$ cat src/rtl/nibble_io_responder.sv
// Peripheral on a 4-bit processor I/O pair: toggle-handshake commands in, ack toggle + 3-bit response out, backed by a small FIFO.
// Optional input synchronizer: define NIBBLE_IO_SYNC_EN when o_reg comes from an unrelated clock.
module nibble_io_responder #(
  parameter int unsigned DEPTH     = 8,
  parameter int unsigned ACK_DELAY = 1
) (
  input  logic       clk,
  input  logic       reset,
  input  logic [3:0] o_reg,
  output logic [3:0] i_pins,
  output logic [4:0] fifo_count,
  output logic       busy,
  output logic       ovf
);

  localparam int unsigned PW  = (DEPTH > 1) ? $clog2(DEPTH) : 1;
  localparam int unsigned CNW = 5;
  localparam int unsigned DW  = 4;

  localparam logic [2:0] OP_PUSH   = 3'b001;
  localparam logic [2:0] OP_POP    = 3'b010;
  localparam logic [2:0] OP_STATUS = 3'b011;
  localparam logic [2:0] OP_CLEAR  = 3'b100;

  typedef enum logic [1:0] {IDLE = 2'd0, WAIT_DATA = 2'd1, DELAY = 2'd2} state_t;

  state_t          state, next_state;
  logic [3:0]      cmd_c;
  logic            prev_req;
  logic            pending_push;
  logic [DW-1:0]   dly_cnt;
  logic [2:0]      resp_q;
  logic [PW-1:0]   wptr, rptr;
  logic [2:0]      mem [DEPTH];

  logic            accept_c, ack_c, full_c, empty_c;
  logic [2:0]      resp_c;
  logic            do_push_c, do_pop_c, do_clear_c, set_ovf_c, set_pend_c, clr_pend_c;

`ifdef NIBBLE_IO_SYNC_EN
  logic [3:0] sync1, sync2;

  // Two-flop synchronizer for the whole command nibble
  always_ff @(posedge clk or negedge reset) begin
    if (!reset) begin
      sync1 <= '0;
      sync2 <= '0;
    end else begin
      sync1 <= o_reg;
      sync2 <= sync1;
    end
  end
  assign cmd_c = sync2;
`else
  assign cmd_c = o_reg;
`endif

  assign full_c   = (fifo_count == CNW'(DEPTH));
  assign empty_c  = (fifo_count == '0);
  assign accept_c = ((state == IDLE) || (state == WAIT_DATA)) && (cmd_c[3] != prev_req);
  assign ack_c    = (state == DELAY) && (dly_cnt == DW'(ACK_DELAY));

  // State register
  always_ff @(posedge clk or negedge reset) begin
    if (!reset) state <= IDLE;
    else        state <= next_state;
  end

  // Next-state logic
  always_comb begin
    next_state = state;
    case (state)
      IDLE, WAIT_DATA: if (accept_c) next_state = DELAY;
      DELAY:           if (ack_c) next_state = pending_push ? WAIT_DATA : IDLE;
      default:         next_state = IDLE;
    endcase
  end

  // Symbol decode: response and FIFO actions for an accepted symbol
  always_comb begin
    resp_c     = 3'b000;
    do_push_c  = 1'b0;
    do_pop_c   = 1'b0;
    do_clear_c = 1'b0;
    set_ovf_c  = 1'b0;
    set_pend_c = 1'b0;
    clr_pend_c = 1'b0;
    if (accept_c) begin
      if (state == WAIT_DATA) begin
        clr_pend_c = 1'b1;
        if (full_c) begin
          set_ovf_c = 1'b1;
          resp_c    = 3'b111;
        end else begin
          do_push_c = 1'b1;
        end
      end else begin
        case (cmd_c[2:0])
          OP_PUSH:   set_pend_c = 1'b1;
          OP_POP: begin
            if (!empty_c) begin
              do_pop_c = 1'b1;
              resp_c   = mem[rptr];
            end
          end
          OP_STATUS: resp_c = {ovf, full_c, empty_c};
          OP_CLEAR:  do_clear_c = 1'b1;
          default:   resp_c = 3'b000;
        endcase
      end
    end
  end

  // Handshake, ack timing and FIFO bookkeeping
  always_ff @(posedge clk or negedge reset) begin
    if (!reset) begin
      prev_req     <= 1'b0;
      pending_push <= 1'b0;
      busy         <= 1'b0;
      dly_cnt      <= '0;
      resp_q       <= '0;
      i_pins       <= '0;
      wptr         <= '0;
      rptr         <= '0;
      fifo_count   <= '0;
      ovf          <= 1'b0;
    end else begin
      if (accept_c) begin
        prev_req <= cmd_c[3];
        busy     <= 1'b1;
        dly_cnt  <= '0;
        resp_q   <= resp_c;
      end
      if (state == DELAY) begin
        if (ack_c) begin
          i_pins <= {~i_pins[3], resp_q};
          busy   <= 1'b0;
        end else begin
          dly_cnt <= dly_cnt + DW'(1);
        end
      end
      if (set_pend_c)      pending_push <= 1'b1;
      else if (clr_pend_c) pending_push <= 1'b0;
      if (do_clear_c) begin
        wptr       <= '0;
        rptr       <= '0;
        fifo_count <= '0;
        ovf        <= 1'b0;
      end
      if (do_push_c) begin
        wptr       <= wptr + PW'(1);
        fifo_count <= fifo_count + CNW'(1);
      end
      if (do_pop_c) begin
        rptr       <= rptr + PW'(1);
        fifo_count <= fifo_count - CNW'(1);
      end
      if (set_ovf_c) ovf <= 1'b1;
    end
  end

  // FIFO storage, no reset needed
  always_ff @(posedge clk) begin
    if (do_push_c) mem[wptr] <= cmd_c[2:0];
  end

endmodule

$ cat config.mk
export PLATFORM = sky130hd
export DESIGN_NAME = nibble_io_responder
export DESIGN_NICKNAME = d
export VERILOG_FILES = /design/src/rtl/nibble_io_responder.sv
export SDC_FILE = /design/constraint.sdc
export NUM_CORES = 1
export LEC_CHECK = 0
export ABC_AREA = 1
export CAP_MARGIN = 20
export CORE_ASPECT_RATIO = 0.9
export CORE_MARGIN = 4
export CORE_UTILIZATION = 45
export CTS_CLUSTER_SIZE = 10
export DETAILED_ROUTE_END_ITERATION = 10
export PLACE_DENSITY = 0.67
export SLEW_MARGIN = 20
export SYNTH_ARGS = -nofsm -noshare
export SYNTH_HDL_FRONTEND = slang
export SYNTH_SLANG_ARGS = --single-unit
$ cat constraint.sdc
create_clock -name clk -period 3.2 [get_ports clk]
set_input_delay 0.64 -clock clk [delete_from_list [all_inputs] [get_ports clk]]
set_output_delay 0.64 -clock clk [all_outputs]
set_load 0.02 [all_outputs]
## Word level (Yosys, flattened, before mapping)

Memories as Yosys holds them, arrays and structs flattened.
Index checks and enable logic that the tools add are counted.

- Mux-type cells: 44
- Reductions and logical operators: 13
- Equality and inequality tests: 11
- Bitwise logic cells: 1
- $add $sub $neg: 5

Operator list:

| operator | number |
|---|---|
| $mux 1 | 28 |
| $mux 3 | 6 |
| $mux 5 | 3 |
| $mux 4 | 3 |
| $reduce_bool 2->1 | 4 |
| $add 3x1->3 const B | 2 |
| $eq 3x2->1 const B | 2 |
| $pmux 3 s2 | 1 |
| $add 5x1->5 const B | 1 |
| $eq 5x4->1 const B | 1 |
| $logic_not 5->1 | 1 |
| $sub 5x1->5 const B | 1 |
| $add 4x1->4 const B | 1 |
| $eq 4x1->1 const B | 1 |
| $mux 2 | 2 |
| $ne 2x2->1 const B | 2 |
| $pmux 2 s2 | 1 |
| $reduce_and 2->1 | 2 |
| $eq 3x1->1 const B | 1 |
| $eq 3x3->1 const B | 1 |
| $reduce_bool 3->1 | 1 |
| $eq 2x1->1 const B | 1 |
| $eq 2x2->1 const B | 1 |
| $logic_and 1x1->1 | 2 |
| other kinds (5) | 5 |

- Register bits: 28
- Word-level logic and storage cells: 86
- Bits in writable memories: 24
- Output and inout bits: 11
- Input port bits: 6
- Memories kept: 1

Memory list:

| memory | depth | bits a word | read ports | clocked after Yosys merged registers in | wr ports | RTL line | text |
|---|---|---|---|---|---|---|---|
| mem | 8 | 3 | 1 | 0 | 1 | 34 | `logic [2:0] mem [DEPTH];` |

## Logic depth before layout (Yosys ltp)

- Depth after elaboration: 7
- Depth in mapped cells: 10
- Gate-level depth less buffers: 10

## Worst setup path before layout

No wires, ideal clock.

- Path kind: input port to flip-flop
- From: input port o_reg[3]
- To: memory mem[4][0] (enable)
- Path buffers: 0
- Library setup time: 0.319 ns
- Stages on the path: 7
- Data required time: 2.881 ns
- Arrival: 1.533 ns
- Path slack: 1.348 ns
- Cells stage by stage: xor2_1 -> nand2_2 -> nor2_4 -> nand2_4 -> inv_6 -> nand2_4 -> nor2_1

- Longest elaborated chain between the ends: 5

Ends and longest elaborated chain:

| item | RTL line | text |
|---|---|---|
| from (decl) | 9 | `input logic [3:0] o_reg,` |
| $ne 1x1->1 | 60 | `assign accept_c = ((state == IDLE) \|\| (state == WAIT_DATA)) && (cmd_c[3] != prev_req);` |
| $logic_and 1x1->1 | 60 |  |
| $mux 1 | 88 | `if (accept_c) begin` |
| $mux 1 | 164 | `if (do_push_c) mem[wptr] <= cmd_c[2:0];` |
| $mux 1 (implied by the code) | 164 |  |
| to (decl) | 34 |  |

No other way between the ends.

## Worst setup path in the final report

- From: input port o_reg[3]
- To: memory mem[0][0] (enable)

Same word-level chain as after synthesis.

==> flow_metrics.py <==
metrics = {
    "status": {
        "status": "complete, no violations",
    },
    "final_layout": {
        "syn2layout_area_growth_pct": 13.34,
        "fin_nets": 311,
        "n_antenna_cell": 0,
        "drive_gt1_share_pct": 8.696,
        "utilization_pct": 53.74,
        "fill_cells": 496,
    },
    "synthesis": {
        "syn_area_mm2": 0.002551,
        "seq_area_frac_synth_pct": 55.71,
        "synth_fp_nets": 289,
        "yosys_warnings": 0,
        "synth.distinct_cells": 29,
        "synth_seq_cells": 52,
        "synth.avg_cell_area_um2": 9.243,
        "syn-instance-count": 276,
    },
    "clock_tree": {
        "ctsResizeCount": 0,
        "clock_sinks": 52,
        "post_cts_buffers": 0,
        "clk_latency_ns": 0.32,
        "cts_root_buf": "clkbuf_8",
        "cts_tree": "yes",
        "cts_hold_buffers": 0,
        "path_clk_slew_ns": 0.10,
        "cts_inserted_buffers": 5,
        "cts_buffer_depth": 2,
        "htree_levels": 2,
    },
    "timing": {
        "hold_ws_ns": 0.4814,
        "finalCritPeriodShare_pct": 69.44,
        "slew_violations": 0,
        "fin_skew_ns": 0.009911,
        "slew_headroom_pct": 73.69,
        "setup_viol": 0,
        "max_freq_mhz": 450.0,
        "post-route-min-period_ns": 2.222,
        "worst_pin_slew_ns": 0.3943,
        "rsz0062_at_grt": "no",
        "finalSetupTns_ns": 0,
        "final_hold_viol_count": 0,
    },
    "critical_path": {
        "endpoint_kind": "flop",
        "arrival_ns": 2.22,
        "slowest_stage": "clkdlybuf4s50_1",
        "slowest_delay_ns": 0.50,
        "critical_path.max_fanout": 9,
        "cp.required_ns": 3.20,
        "cp_cell_sequence": "clkdlybuf4s50_1, xor2_1, nand2_2, nor2_4, nand2_4, inv_6, nand2_4, nor2_1",
        "worst_setup_path_start_kind": "input pin",
        "critPathKind": "in2reg",
        "ff2ff_path_depth": 7,
        "path_common_cell": "nand2_4",
    },
    "power_and_ir_drop": {
        "vdd_drop_max_v": 0.0003491,
        "p_int_mw": 1.333,
        "p_sw_share_pct": 40.18,
        "power_frac_comb_pct": 37.6,
        "power_switching_uw": 895.2,
        "power_density_mw_per_mm2": 770.5,
        "p_leak_nw": 1.346,
        "pwr-share-seq_pct": 44.6,
        "p_clk_share_pct": 17.8,
        "power_mw": 2.228,
    },
    "global_routing": {
        "grt_usage_pct": 15.49,
        "grt_max_degree": 29,
        "grt_pass1_wl_um": 8135,
        "antenna_found_initial": 0,
        "gr-total-overflow": 0,
        "grt_pass1_vias": 1736,
    },
    "route": {
        "num_vias": 1807,
        "drt_wl_total_um": 4779,
        "drc_errors": 0,
        "routedWlPerCell_um": 13.06,
        "drt_iter0_markers": 119,
        "firstDrtPassIters": 4,
        "antenna_left": 0,
        "viasPerCell": 4.937,
    },
    "worst_hold_path": {
        "hold_path_depth": 1,
        "min_path_type": "reg2reg",
    },
    "floorplanning": {
        "die_w_um": 87.37,
        "rows": 25,
        "coreArea_mm2": 0.005380,
        "dieArea_mm2": 0.006939,
        "ios": 17,
        "die_h_um": 79.43,
        "start_util_pct": 47.42,
    },
    "placed_design": {
        "place_congestion": 0.8016,
        "io_buffer_count": 16,
        "hpwl_um": 3551,
    },
    "run": {
        "max_cap_violations": 0,
    },
}
-- per-stage QoR --
stage | worst slack [ns] | instances | area (µm²)
floorplan | 1.348 | 276 | 2551
CTS | 0.9622 | 366 | 2892
global route | 0.8052 | 366 | 2892
detailed placement | 0.6258 | 358 | 2795
global placement | 0.7090 | 358 | 2795
finish | 0.9780 | 366 | 2892
-- critical path: cells and delay by family --
| kind | cells | cell delay [ns] |
|---|---|---|
| xor+xnor | 1 | 0.22 |
| buf+inv | 2 | 0.60 |
| simple gates | 5 | 0.75 |
-- cell usage after synthesis --
library cell	number	share of area [%]
ha_1	7	3.4
inv_1	38	5.6
nor2_1	18	2.6
nand4_1	3	0.74
a21boi_0	1	0.29
xor2_1	7	2.4
buf_4	1	0.29
nor3_1	3	0.59
or2_2	1	0.25
nand2_2	2	0.49
buf_2	3	0.59
clkinv_4	1	0.34
inv_6	1	0.34
edfxtp_1	24	28
o22ai_1	4	0.98
xnor2_1	3	1.0
nand2_4	4	1.8
inv_2	2	0.29
o21ai_0	15	2.9
nand3_4	1	0.69
nor2_2	1	0.25
o21a_1	1	0.29
a21oi_1	6	1.2
nor2_4	1	0.44
nand3_1	25	4.9
nand2_1	73	11
a32o_1	1	0.39
dfrtp_1	28	27
nand3_2	1	0.39
-- placed cells by master, fill, tap and decap left out, types with 2 or more instances in the layout --
cell type,instances
dfrtp_1,28
a21oi_1,6
clkinv_4,2
nor3_1,3
clkdlybuf4s50_1,16
nand4_1,3
buf_4,3
inv_2,2
ha_1,7
clkbuf_8,5
nor2_1,18
edfxtp_1,24
nand2_4,4
xor2_1,7
inv_1,38
nand3_1,25
xnor2_1,3
o21ai_0,15
o22ai_1,4
nand2_2,2
nand2_1,73
-- worst paths after layout --
check / slack [ns] / endpoint / start
worst max-delay path: 0.98 / mem[0][0] / o_reg[3]
worst min-delay path: 0.48 / i_pins[3] / i_pins[3]
worst max register to register: 1.41 / mem[0][0] / prev_req
worst min register to register: 0.48 / i_pins[3] / i_pins[3]
max in group asynchronous: 2.24 / dly_cnt[1] / reset
min in group asynchronous: 0.70 / i_pins[2] / reset
-- routing by layer --
metal	up-vias	wire length, µm	track usage [%]
met1	841	2361	21.04
met5	-	0	0
li1	934	-	-
met2	28	2192	23.64
met4	0	44	6.748
met3	4	180	3.509
-- flip-flops by register name, summed over array words and instances, names as in the netlist --
register / flops
mem: 24
fifo_count: 5
dly_cnt: 4
i_pins: 4
resp_q: 3
rptr: 3
wptr: 3
state: 2
busy: 1
ovf: 1
pending_push: 1
prev_req: 1
-- power groups by stage --
stage	logic (mW)	registers, mW	clock network [mW]
after floorplan	0.577	1.01	0
after detailed placement	0.838	1.01	0
after CTS	0.844	0.993	0.407
after global placement	0.837	1.00	0
final	0.838	0.993	0.397
after global routing	0.967	1.02	0.437
-- cells by family (layout without fill, tap and decap cells) --
family,count (synthesis),after routing,share of synthesized area [%]
and+or+nand+nor,133,133,23.88
DFF,52,52,55.71
buffers and inverters,46,69,7.455
AOI/OAI and AO/OA,28,28,6.081
xor gates and xnor gates,10,10,3.433
adders and majority gates,7,7,3.433
-- area by class of cell --
type / instances / area, µm² / share of cell area, %
clock buffers: 5 / 68.82 / 2.380
flip-flops and latches: 52 / 1421 / 49.16
multi-input cells: 178 / 939.7 / 32.50
inverters: 42 / 167.7 / 5.798
clock inverters: 3 / 27.53 / 0.9520
repair buffers: 19 / 182.7 / 6.318
well taps: 67 / 83.83 / 2.899
No activity file was read; power rests on OpenSTA's default activity.
